[config.mk]
export PLATFORM = sky130hd
export DESIGN_NAME = prbs31_lfsr
export DESIGN_NICKNAME = d
export VERILOG_FILES = /design/src/rtl/prbs31_pkg.sv /design/src/rtl/prbs31_lfsr.sv
export SDC_FILE = /design/constraint.sdc
export NUM_CORES = 1
export LEC_CHECK = 0
export CAP_MARGIN = 20
export CORE_MARGIN = 2
export CORE_UTILIZATION = 30
export DETAILED_ROUTE_END_ITERATION = 16
export GPL_TIMING_DRIVEN = 0
export SYNTH_ARGS = -nofsm -noshare
export SYNTH_HDL_FRONTEND = slang
export SYNTH_SLANG_ARGS = --single-unit
[constraint.sdc]
create_clock -name clk -period 1.16 [get_ports clk]
set_input_delay 0.232 -clock clk [delete_from_list [all_inputs] [get_ports clk]]
set_output_delay 0.232 -clock clk [all_outputs]
set_load 0.05 [all_outputs]
[src/rtl/prbs31_pkg.sv]
// Shared PRBS31 (x^31 + x^28 + 1) definitions for the generator and checker.
// Holds the LFSR geometry, the checker state encoding and the predicted-bit function.
package prbs31_pkg;

  localparam int PRBS31_LEN   = 31;
  localparam int PRBS31_TAP_A = 30;
  localparam int PRBS31_TAP_B = 27;

  typedef logic [PRBS31_LEN-1:0] prbs31_state_t;

  typedef enum logic [1:0] {
    SEED   = 2'd0,
    VERIFY = 2'd1,
    LOCKED = 2'd2
  } chk_state_e;

  function automatic logic prbs31_next_bit(input prbs31_state_t s);
    return s[PRBS31_TAP_A] ^ s[PRBS31_TAP_B];
  endfunction

endpackage

[src/rtl/prbs31_lfsr.sv]
// 31-bit PRBS31 shift register: shifts in either an external bit (seeding) or its
// own predicted bit (free-running), only when stepped.
module prbs31_lfsr
  import prbs31_pkg::*;
(
  input  logic clk,
  input  logic rst,
  input  logic step_i,
  input  logic load_ext_i,
  input  logic x_ext_i,
  output logic nb_o,
  output logic zero_next_o
);

  prbs31_state_t s_q, s_d;
  prbs31_state_t s_shift;
  logic          x;

  assign nb_o        = prbs31_next_bit(s_q);
  assign x           = load_ext_i ? x_ext_i : nb_o;
  assign s_shift     = {s_q[PRBS31_LEN-2:0], x};
  // Lets the checker reject an all-zero seed on the same edge that completes it.
  assign zero_next_o = (s_shift == '0);

  always_comb begin
    s_d = s_q;
    if (step_i) s_d = s_shift;
  end

  // NOTE: state registers use non-blocking assignments so every flop samples
  // pre-edge values regardless of process evaluation order.
  always_ff @(posedge clk or posedge rst) begin
    if (rst) s_q <= '0;
    else     s_q <= s_d;
  end

endmodule

==> impl_metrics.py <==
metrics = {
    "outcome": {
        "violations": "setup timing",
        "status": "finished, violations left",
    },
    "final_layout": {
        "multi_input_area_um2": 505,
        "diodes": 0,
        "drive_gt1_frac": 0.592,
        "n_fill_cell": 394,
        "regMostFlops": "s_q",
        "syn2layout_area_growth_pct": 32.1,
        "reg.largest.list": "s_q (31)",
        "seqCellArea_um2": 778,
        "nNetsFinal": 102,
        "largest_reg_flops": 31,
        "fin_cells": 148,
    },
    "critical_path": {
        "rrSetupSlack_ps": -250,
        "cp-end-kind": "primary output",
        "cp-start-kind": "flip-flop",
        "crit_path_max_fanout": 2,
        "worstPathRequired_ps": 930,
        "rr_worst_depth": 4,
        "rr_startpoint": "s_q[27]",
        "critPathArrivalTime_ps": 1590,
        "worstSetupPathType": "flip-flop to primary output",
        "rr_endpoint": "s_q[0]",
    },
    "sta": {
        "worst_pin_slew_ps": 627,
        "setup_violations": 3,
        "skew_ps": 3.16,
        "slew_headroom": 0.582,
        "fmax_ghz": 0.549,
        "grt_setup_unrepaired": "yes",
        "finalCritPeriodShare": 1.57,
        "slew_viol_final": 0,
        "final_hold_viol_count": 0,
        "min_period_ps": 1820,
        "setup_slack_ps": -661,
    },
    "routing": {
        "vias": 687,
        "drt_iter0_markers": 11,
        "viasPerCell": 4.64,
        "ant_nets": 0,
        "drc": 0,
        "routedWlPerCell_um": 13.0,
        "dr.pass1.iters": 2,
        "routed_wl_um": 1930,
    },
    "pwr": {
        "irDropWorstVdd_mv": 1.09,
        "p_switching_uw": 1010,
        "power.leakage_uw": 0.000760,
        "power_frac_seq": 0.476,
        "p_clk_frac": 0.289,
        "internal_power_uw": 2730,
        "p_per_area_nw_per_um2": 2300,
        "comb_power_share": 0.235,
        "sw_frac_of_total": 0.270,
    },
    "die": {
        "io_pins": 7,
        "die_w_um": 68.1,
        "start_util": 0.310,
        "die_y_um": 68.1,
        "die-area_um2": 4640,
        "coreArea_um2": 3970,
        "num_rows": 23,
    },
    "placed_design": {
        "place_inst": 136,
        "dp_slack_ps": -1130,
        "numPortBuffers": 6,
        "gp_congestion": 0.729,
    },
    "clock_network": {
        "clock_latency_ps": 280,
        "cts_tree": "yes",
        "cts_buffers": 5,
        "cts_buffer_depth": 2,
        "postCtsHoldBufs": 0,
        "htree_num_levels": 2,
        "path_clk_slew_ps": 60,
        "clock-sinks": 31,
        "root_buffer": "clkbuf_8",
    },
    "yosys": {
        "synth_cells": 79,
        "yosysTopAreaCell": "dfrtp_1",
        "synth_cell_types": 10,
        "synth.top_cell.area_share": 0.629,
        "mappedNetlistArea_um2": 1230,
        "seq_area_frac_synth": 0.629,
        "ys_seq_elements": 31,
        "ys_warn_count": 0,
        "synth_area_per_cell_um2": 15.6,
        "ys_top_cells_by_area": "dfrtp_1, mux2_2, nor4_1",
        "synth.net_count": 84,
    },
    "global_route": {
        "grt_pass1_wl_um": 3420,
        "grt_max_degree": 18,
        "antenna_found_initial": 0,
        "overflow": 0,
        "grt_pass1_vias": 747,
        "grtUsageTotal": 0.107,
    },
    "job": {
        "maxCapViolCount": 0,
    },
    "worst_hold_path": {
        "hp-class": "input pin to async pin",
    },
}
Yosys cell counts:
library cell and count:
inv_1 1, nor3_1 1, dfrtp_1 31, nand4_1 2
mux2_4 1, xor2_1 1, nor2_1 1, buf_2 3
mux2_2 31, nor4_1 7
per-layer routing:
metal  wire length, µm  GRT usage  part of all wire  up-vias
met5                 0          0                 0        -
met4                41     0.0675             0.021        0
met3                94     0.0543             0.049        4
met2               993      0.163              0.51        8
met1               801      0.119              0.41      354
li1                  -          -                 -      321
power groups by stage:
stage	logic, µW	registers [µW]	clock network (µW)
6_report	877	1780	1080
5_1_grt	962	1850	1180
4_1_cts	856	1780	1120
3_5_place_dp	744	1780	0
3_3_place_gp	712	1750	0
2_1_floorplan	615	1680	0
stage by stage:
| stage | area (µm²) | utilization | hold slack (ps) | total power [µW] | setup TNS [ps] |
|---|---|---|---|---|---|
| 6_report | 1630 | 0.410 | 332 | 3740 | -1140 |
| 5_1_grt | 1630 | 0.410 | 370 | 4000 | -1310 |
| 4_1_cts | 1600 | 0.404 | 350 | 3750 | -1200 |
| 3_5_place_dp | 1420 | 0.357 | 523 | 2520 | -12550 |
| 3_3_place_gp | 1390 | 0.350 | 510 | 2460 | -24780 |
| 2_1_floorplan | 1270 | - | 335 | 2290 | -703 |
worst max-delay path by stage:
| stage | endpoint | startpoint | slack, ps |
|---|---|---|---|
| 6_report | zero_next_o | s_q[27] | -660 |
| 5_1_grt | zero_next_o | s_q[18] | -760 |
| 4_1_cts | zero_next_o | s_q[30] | -670 |
| 3_5_place_dp | zero_next_o | s_q[27] | -1130 |
| 3_3_place_gp | zero_next_o | s_q[27] | -1120 |
| 2_1_floorplan | zero_next_o | s_q[27] | -490 |
placed cells by master, fill, tap and decap left out, types with 2 or more instances in the layout:
cell             instances
nor4_1                   3
clkdlybuf4s50_1          3
dfrtp_1                 29
buf_4                    4
buf_6                    4
mux2_2                  30
nor4_2                   3
mux2_4                   2
nand4_1                  2
dfrtp_2                  2
clkbuf_8                 6
kinds of logic after synthesis:
| kind of cell | Yosys count | share of synthesized area |
|---|---|---|
| buffers and inverters | 4 | 0.0152 |
| DFF | 31 | 0.629 |
| and+or+nand+nor | 11 | 0.0528 |
| xor gates and xnor gates | 1 | 0.00711 |
| muxes | 32 | 0.295 |
repair_timing:
action / 4_1_cts / 5_1_grt
cloned: 0 / 0
resized for setup: 22 / 6
pin swaps: 5 / 1
setup endpoints to repair: 32 / 32
buffers inserted: 4 / 0
critical path, cell delays in order, from the launching register on:
cell,delay [ps]
dfrtp_2,440
xor2_4,190
mux2_4,300
nor3_4,200
buf_6,180
cell type report:
class                           count  area share
Sequential cell                    31       0.478
Buffer                              3      0.0161
Clock buffer                        6      0.0507
Inverter                            1     0.00231
Timing Repair Buffer               11      0.0822
Clock inverter                      2      0.0215
Tap cell                           50      0.0384
Multi-Input combinational cell     44       0.311
Note: power is estimated with default switching activity, not from simulation.
